<file path="config.mk">
export PLATFORM = sky130hd
export DESIGN_NAME = pea_out_stream
export DESIGN_NICKNAME = d
export VERILOG_FILES = /design/src/rtl/pea_pkg.sv /design/src/rtl/pea_out_fifo.sv /design/src/rtl/pea_out_stream.sv
export SDC_FILE = /design/constraint.sdc
export NUM_CORES = 2
export LEC_CHECK = 0
export ABC_AREA = 1
export BUFFER_PORTS_ARGS = -buffer_cell sky130_fd_sc_hd__buf_2
export CAP_MARGIN = 0
export CORE_MARGIN = 8
export CORE_UTILIZATION = 50
export DETAILED_ROUTE_END_ITERATION = 10
export GPL_ROUTABILITY_DRIVEN = 1
export GPL_TIMING_DRIVEN = 0
export PLACE_DENSITY = 0.69
export SYNTH_ARGS = -nofsm -noshare
export SYNTH_HDL_FRONTEND = slang
export SYNTH_SLANG_ARGS = --single-unit
</file>
<file path="constraint.sdc">
create_clock -name clk_i -period 2.7 [get_ports clk_i]
set_input_delay 0.135 -clock clk_i [delete_from_list [all_inputs] [get_ports clk_i]]
set_output_delay 0.135 -clock clk_i [all_outputs]
set_load 0.005 [all_outputs]
</file>
<file path="src/rtl/pea_pkg.sv">
// pea_pkg: shared PEA sizing constants for the output staging stage
package pea_pkg;
    localparam int N_OUT_PEA      = 4;
    localparam int M              = 6;
    localparam int LOG_M          = 3;
    localparam int DATA_W         = 32;
    localparam int OUT_FIFO_DEPTH = 4;
endpackage

</file>
<file path="src/rtl/pea_out_fifo.sv">
// pea_out_fifo: single-channel synchronous FIFO with registered head, flush and overflow pulse
module pea_out_fifo #(
    parameter int DATA_W = 32,
    parameter int DEPTH  = 4,
    parameter int AW     = $clog2(DEPTH),
    parameter int CW     = $clog2(DEPTH) + 1
) (
    input  logic              clk_i,
    input  logic              rst_n_i,
    input  logic              flush_i,
    input  logic              push_i,
    input  logic [DATA_W-1:0] push_data_i,
    input  logic              pop_i,
    output logic [DATA_W-1:0] head_o,
    output logic              full_o,
    output logic              empty_o,
    output logic [CW-1:0]     count_o,
    output logic              ovf_o
);
    logic [DEPTH-1:0][DATA_W-1:0] mem;
    logic [DATA_W-1:0]            last_q;
    logic [AW-1:0]                wr_ptr, rd_ptr;
    logic                         pop_ok, push_ok;

    assign empty_o = count_o == '0;
    assign full_o  = count_o == CW'(DEPTH);
    assign pop_ok  = pop_i && !empty_o;
    assign push_ok = push_i && (!full_o || pop_ok);
    assign ovf_o   = push_i && !push_ok && !flush_i;
    assign head_o  = empty_o ? last_q : mem[rd_ptr];

    // Storage, pointers and occupancy; last_q keeps the most recent head so data holds when empty
    always_ff @(posedge clk_i) begin
        if (!rst_n_i) begin
            mem     <= '0;
            last_q  <= '0;
            wr_ptr  <= '0;
            rd_ptr  <= '0;
            count_o <= '0;
        end else begin
            if (!empty_o) last_q <= mem[rd_ptr];
            if (flush_i) begin
                wr_ptr  <= '0;
                rd_ptr  <= '0;
                count_o <= '0;
            end else begin
                if (push_ok) begin
                    mem[wr_ptr] <= push_data_i;
                    wr_ptr      <= wr_ptr + 1'b1;
                end
                if (pop_ok) rd_ptr <= rd_ptr + 1'b1;
                count_o <= count_o + CW'(push_ok) - CW'(pop_ok);
            end
        end
    end
endmodule

</file>
<file path="src/rtl/pea_out_stream.sv">
// pea_out_stream: PEA output selector mux, per-channel FIFOs and stall generation; PEA_OUT_OVF_EN adds sticky ovf_o
module pea_out_stream
    import pea_pkg::*;
#(
    parameter int N_OUT  = N_OUT_PEA,
    parameter int M      = pea_pkg::M,
    parameter int LOG_M  = pea_pkg::LOG_M,
    parameter int DATA_W = pea_pkg::DATA_W,
    parameter int DEPTH  = OUT_FIFO_DEPTH
) (
    input  logic                         clk_i,
    input  logic                         rst_n_i,
    input  logic [N_OUT-1:0][LOG_M-1:0]  sel_output_i,
    input  logic [N_OUT-1:0]             out_en_i,
    input  logic                         flush_i,
    input  logic [M-1:0][DATA_W-1:0]     pe_data_i,
    input  logic [M-1:0]                 pe_valid_i,
    output logic                         stall_o,
    output logic [N_OUT-1:0][DATA_W-1:0] out_data_o,
    output logic [N_OUT-1:0]             out_valid_o,
    input  logic [N_OUT-1:0]             out_ready_i
`ifdef PEA_OUT_OVF_EN
    ,
    output logic [N_OUT-1:0]             ovf_o
`endif
);
    localparam int CW = $clog2(DEPTH) + 1;

    logic [N_OUT-1:0]         push, full, empty;
    logic [N_OUT-1:0][CW-1:0] count_unused;
`ifdef PEA_OUT_OVF_EN
    logic [N_OUT-1:0]         ovf_pulse;
`else
    logic [N_OUT-1:0]         ovf_unused;
`endif

    assign stall_o     = |(out_en_i & full);
    assign out_valid_o = ~empty;

    for (genvar c = 0; c < N_OUT; c++) begin : g_ch
        logic sel_ok;
        assign sel_ok  = {1'b0, sel_output_i[c]} < (LOG_M + 1)'(M);
        assign push[c] = out_en_i[c] && sel_ok && pe_valid_i[sel_output_i[c]];

        pea_out_fifo #(.DATA_W(DATA_W), .DEPTH(DEPTH)) u_fifo (
            .clk_i       (clk_i),
            .rst_n_i     (rst_n_i),
            .flush_i     (flush_i),
            .push_i      (push[c]),
            .push_data_i (pe_data_i[sel_output_i[c]]),
            .pop_i       (out_ready_i[c]),
            .head_o      (out_data_o[c]),
            .full_o      (full[c]),
            .empty_o     (empty[c]),
            .count_o     (count_unused[c]),
`ifdef PEA_OUT_OVF_EN
            .ovf_o       (ovf_pulse[c])
`else
            .ovf_o       (ovf_unused[c])
`endif
        );
    end

`ifdef PEA_OUT_OVF_EN
    // Sticky per-channel overflow, cleared only by reset or flush
    always_ff @(posedge clk_i) begin
        if (!rst_n_i || flush_i) ovf_o <= '0;
        else ovf_o <= ovf_o | ovf_pulse;
    end
`endif
endmodule

</file>
Word level (Yosys, flattened, before mapping)
Index checks and enable logic that the tools add are counted.
W data, S select, Z words.
- bits in registers: 668
- output and inout bits: 133
- input port bits: 221
- reductions and logical operators: 42
- $lt $le $gt $ge: 20
- bitwise gates (word level): 4
- add/subtract/negate cells: 16
- muxes and demuxes: 40
- equality and inequality tests: 4
- operators with widths (kind ; number):
    $bwmux W128 ; 4
    $mux W32 ; 16
    $bmux W32 S3 ; 4
    $bmux W32 S2 ; 4
    $demux W32 S2 ; 4
    $lt A2 B3 Y1 const B ; 8
    $logic_and A1 B1 Y1 ; 20
    $add A2 B1 Y2 const B ; 8
    $lt A3 B4 Y1 const B ; 4
    $add A3 B1 Y3 ; 4
    $bmux W1 S3 ; 4
    $eq A3 B3 Y1 const B ; 4
    $logic_not A3 Y1 ; 4
    $lt A3 B3 Y1 const B ; 4
    $sub A3 B1 Y3 ; 4
    $ge A2 B1 Y1 const B ; 4
    $logic_not A1 Y1 ; 8
    $reduce_and A2 Y1 ; 4
    $and A4 B4 Y4 ; 1
    $logic_or A1 B1 Y1 ; 4
    $mux W1 ; 4
    $not A4 Y4 ; 1
    $reduce_or A4 Y1 ; 1
    $not A1 Y1 ; 2
    $reduce_or A2 Y1 ; 1

Depth between registers and ports, before layout
- word-level depth: 7
- depth in mapped cells: 16

By module
A second synthesis with hierarchy kept.
- cells, all modules: 7375
- area total of the unflattened synthesis: 43198.9 sq um
- by module, submodules not included (module ; area each (sq um) ; cells an instance ; instances):
    pea_out_fifo (g_ch[1].u_fifo ...) ; 9011.1 ; 1476 ; 2
    pea_out_fifo (g_ch[0].u_fifo) ; 9057.4 ; 1477 ; 1
    pea_out_fifo (g_ch[3].u_fifo) ; 8957.3 ; 1475 ; 1
    pea_out_stream ; 7161.9 ; 1471 ; 1

Least setup slack after synthesis
Ideal clock, no wire load.
- kind: register -> register
- from: reg g_ch[3].u_fifo.count_o[1]
- to: reg g_ch[3].u_fifo.count_o[2]
- library setup time: 71 ps
- arrival: 2115 ps
- cell stages (with the launch flop): 12
- path buffers: 0
- path slack: 514 ps
- path through: dfxtp_1 -> nor2_1 -> nand2_1 -> inv_1 -> nor2_1 -> xor2_1 -> ha_1 -> inv_1 -> fa_1 -> xnor2_1 -> or2_2 -> a21oi_1
- word-level cells in the longest chain between the ends: 7
- elaborated cells on any way between the ends: 9
- classes of those cells: 2 x add/sub; 1 x eq/ne; 6 x reduce/logical
- RTL lines (item ; line ; RTL):
    start: declaration ; pea_out_fifo.sv:17 ; output logic [CW-1:0] count_o,
    start signal: assignment ; pea_out_fifo.sv:52 ; count_o <= count_o + CW'(push_ok) - CW'(pop_ok);
    $logic_not A3 Y1 ; pea_out_fifo.sv:25 ; assign empty_o = count_o == '0;
    $logic_not A1 Y1 ; pea_out_fifo.sv:27 ; assign pop_ok = pop_i && !empty_o;
    $logic_and A1 B1 Y1 ; pea_out_fifo.sv:27 ;
    $logic_or A1 B1 Y1 ; pea_out_fifo.sv:28 ; assign push_ok = push_i && (!full_o || pop_ok);
    $logic_and A1 B1 Y1 ; pea_out_fifo.sv:28 ;
    $add A3 B1 Y3 ; pea_out_fifo.sv:52 ;
    $sub A3 B1 Y3 * ; pea_out_fifo.sv:52 ;
Every way passes the cells marked *; elsewhere a longest branch is shown, timed or not.
A chain may end at the register's enable or synchronous reset.

Worst setup path after layout
- from: reg g_ch[0].u_fifo.count_o[1]
- to: reg g_ch[0].u_fifo.count_o[2]
- word-level cells in the longest chain between the ends: 7
- elaborated cells on any way between the ends: 9
- classes of those cells: 2 x add/sub; 1 x eq/ne; 6 x reduce/logical
- RTL lines (item ; line):
    start: declaration ; pea_out_fifo.sv:17
    start signal: assignment ; pea_out_fifo.sv:52
    $logic_not A3 Y1 ; pea_out_fifo.sv:25
    $logic_not A1 Y1 ; pea_out_fifo.sv:27
    $logic_and A1 B1 Y1 ; pea_out_fifo.sv:27
    $logic_or A1 B1 Y1 ; pea_out_fifo.sv:28
    $logic_and A1 B1 Y1 ; pea_out_fifo.sv:28
    $add A3 B1 Y3 ; pea_out_fifo.sv:52
    $sub A3 B1 Y3 * ; pea_out_fifo.sv:52
Marked as above.

==> impl_results.md <==
- Outcome: finished, final reports clean
- Yosys reg bits: ~670
- XOR/XNOR share of the synthesized area: 0.00118
- Synth top area share: 0.360
- Detail Route Antenna Nets: 0
- Internal power: 17.2 mW
- Mux cell area share after synthesis: 0
- Hold crit path type: in -> reg
- Root Buffer: clkbuf_16
- Initial Util: 0.502
- Post-synth EDFFs: 0
- Die W: slightly below 300 um
- CP arrival: 3.13 ns
- Reg clk slew, reported paths: 0.06 ns
- Combinational share of power: 0.152
- Seq/Total Area, Yosys: 0.360
- Vias in the first global route: 37600
- Synthesis Warnings: 0
- Ys async rst share: 0
- CORE AREA: about 74000 um2
- Initial antenna violation count: 66
- Largest net degree at the start of global routing: 13
- Skew final: about 0.034 ns
- Largest family of logic cells by synthesized area: simple AND/OR/NAND/NOR gates
- Net switching power: between 7 and 8 mW
- Num rows: 100
- Top_reg_cell synth: dfxtp_1
- Mapped Area: 37100 um2
- First drt pass iteration count: 6
- Highest net fanout along the worst path: 7
- Remaining routing DRC violations: 0
- CTS tree: done
- DIE AREA: around 83000 um2
- Worst R2R Start: g_ch[0].u_fifo.count_o[1]
- Total gr overflow: 0
- Share of layout cells above drive strength 1: 0.103
- Ranking of synthesized cells by area: dfxtp_1, nand2_1, nor2_1
- Total Power: 24.6 mW
- Post-synth top cells: nand2_1, nor2_1, o21ai_0
- GRT Util Overall: 0.366
- # setup viols final: 0
- Power density over the cells: 573 nW/um2
- First-pass GRT wire length: approximately 230 mm
- Hold path startpoint: out_ready_i[3]
- Worst skew pair latency: 0.64 ns
- Crit path time final: about 2.6 ns
- CP required: about 3.2 ns
- Syn_nets: 6492
- Final period util: 0.961
- Setup_tns: 0 ns
- Yosys top cell by area: dfxtp_1
- Avg WL per Cell: 20.5 um
- Worst Setup SP: g_ch[0].u_fifo.count_o[1]
- Net Sw Frac: 0.299
- Port Buf Inserts: about 350
- DR iter-0 viols: between 4000 and 5000
- Crit Path Category: reg -> reg
- # IOs: around 350
- Final worst slack: approximately 0.11 ns
- Post-synthesis adder-cell area fraction: 0.00924
- # nets final: ~7000
- DR vias/cell: between 5 and 6
- VDD IR max: approximately 0.52 mV
- Post-synth cell types: 26
- Num Clock Sinks: ~670
- Number of buffers created by CTS: 77
- Worst-margin pin slew: ~1.5 ns
- Sequential share of power: 0.412
- CTS max path bufs: 3
- RSZ-0062 raised after global routing: true
- Max-cap violations: 0
- Max-slew violations: 0
- Post-Route WL: roughly 160 mm
- Synth Area in Simple Gates: 0.320
- Mapped Cells: 6246
- Synth Area in Compound Gates: 0.195
- Area Growth Syn to Fin: 15.7%
- Clock share of power: 0.436
- Fmax: slightly below 400 MHz
- Count leader, synth: nand2_1
- Syn Area/Cell: 5.94 um2
- Final Hold Fails: 0
- Rel. slew slack: 0.00744
- H-Tree Level Count: 3
- Gpl congestion: around 1.0
- Critical path launch point type: flip-flop
- Worst slack, placed: -0.196 ns
- Leak: between 20 and 25 nW
- Die height: a little under 300 um
- CP endpoint kind: flip-flop
- Via count: about 42000
- HPWL Detailed: ~120 mm
- Final Util: 0.581
[flip-flops by register name (all words and copies together), names as in the netlist]
register / flops
g_ch.u_fifo.wr_ptr: 8
g_ch.u_fifo.rd_ptr: 8
g_ch.u_fifo.mem: 512
g_ch.u_fifo.last_q: 128
g_ch.u_fifo.count_o: 12
[layer usage]
| layer | wire length [um] | track usage |
|---|---|---|
| met4 | 9540 | 0.201 |
| met1 | 63500 | 0.474 |
| met5 | 211 | 0 |
| met2 | 66500 | 0.543 |
| met3 | 19700 | 0.108 |
[power by group through the flow]
stage | logic [mW] | clock network [mW] | registers, mW
after floorplan | 1.96 | 0 | 10.3
after global placement | 3.54 | 0 | 10.3
after global routing | 3.98 | 11.2 | 10.1
after CTS | 3.59 | 10.8 | 10.1
after detailed placement | 3.56 | 0 | 10.3
final | 3.74 | 10.7 | 10.1
[placed cells by master, fill, tap and decap left out, types with 5 or more instances in the layout]
| cell | Yosys | routed |
|---|---|---|
| o21ai_0 | 716 | 716 |
| inv_2 | 10 | 13 |
| diode_2 | 0 | 71 |
| clkinv_2 | 0 | 13 |
| clkbuf_16 | 0 | 80 |
| buf_4 | 6 | 7 |
| o21ai_1 | 175 | 175 |
| clkbuf_8 | 0 | 18 |
| nand3_1 | 17 | 17 |
| clkbuf_2 | 0 | 24 |
| buf_2 | 106 | 462 |
| a21oi_1 | 532 | 532 |
| o211ai_1 | 12 | 12 |
| ha_1 | 21 | 21 |
| nand4_4 | 16 | 16 |
| nor2_1 | 1294 | 1292 |
| nand2_1 | 1739 | 1736 |
| dfxtp_1 | 668 | 668 |
| buf_1 | 36 | 27 |
| inv_1 | 602 | 599 |
| buf_6 | 27 | 27 |
| clkinv_1 | 10 | 5 |
| clkbuf_1 | 238 | 229 |
| nand2_4 | 4 | 5 |
[critical path: stages, from the launching register on]
cell and delay (ns):
dfxtp_1 0.33, nor2_1 0.17, nand2_1 0.30, inv_2 0.29
nor2_2 0.14, nand2_1 0.11, o21ai_0 0.11, ha_1 0.23
fa_1 0.40, or2_2 0.30, a21oi_1 0.11
[final timing paths]
path	end	slack (ns)	depth (start not counted)
max	g_ch[0].u_fifo.count_o[2]	0.11	10
min	g_ch[3].u_fifo.rd_ptr[0]	0.01	5
max reg2reg	g_ch[0].u_fifo.count_o[2]	0.11	10
min reg2reg	g_ch[1].u_fifo.last_q[23]	0.47	2
[kinds of logic after synthesis]
family | Yosys count
AO/OA/AOI/OAI | 1436
XOR/XNOR | 5
adder cells (fa/ha/maj) | 25
buffers and inverters | 1037
flip-flops | 668
AND/OR/NAND/NOR | 3075
[per-stage QoR]
stage / area (um2) / std cells / hold slack (ns)
4_1_cts: 42700 / 7704 / 0.0111
5_1_grt: 42900 / 7736 / 0.00865
3_5_place_dp: 40100 / 7563 / 0.464
2_1_floorplan: 37100 / 6246 / 0.326
6_report: 42900 / 7774 / 0.0144
3_3_place_gp: 40100 / 7563 / 0.459
[layout make-up]
| class | instances | area, um2 |
|---|---|---|
| Fill cell | 7489 | 31000 |
| Inverter | 624 | 2360 |
| Clock buffer | 117 | 2320 |
| Sequential cell | 668 | 13400 |
| Tap cell | 969 | 1210 |
| Buffer | 410 | 1940 |
| Multi-Input combinational cell | 4541 | 19500 |
| Timing Repair Buffer | 353 | 1790 |
| Clock inverter | 21 | 259 |
| Antenna cell | 71 | 178 |
[what timing repair did]
item                       CTS  global route
resized for setup           23            41
gates cloned                 0             0
setup buffers                0             1
hold buffers                 3             1
hold endpoints to repair     4             1
setup endpoints to repair  102           104
Power figures use the tool's default switching activity.
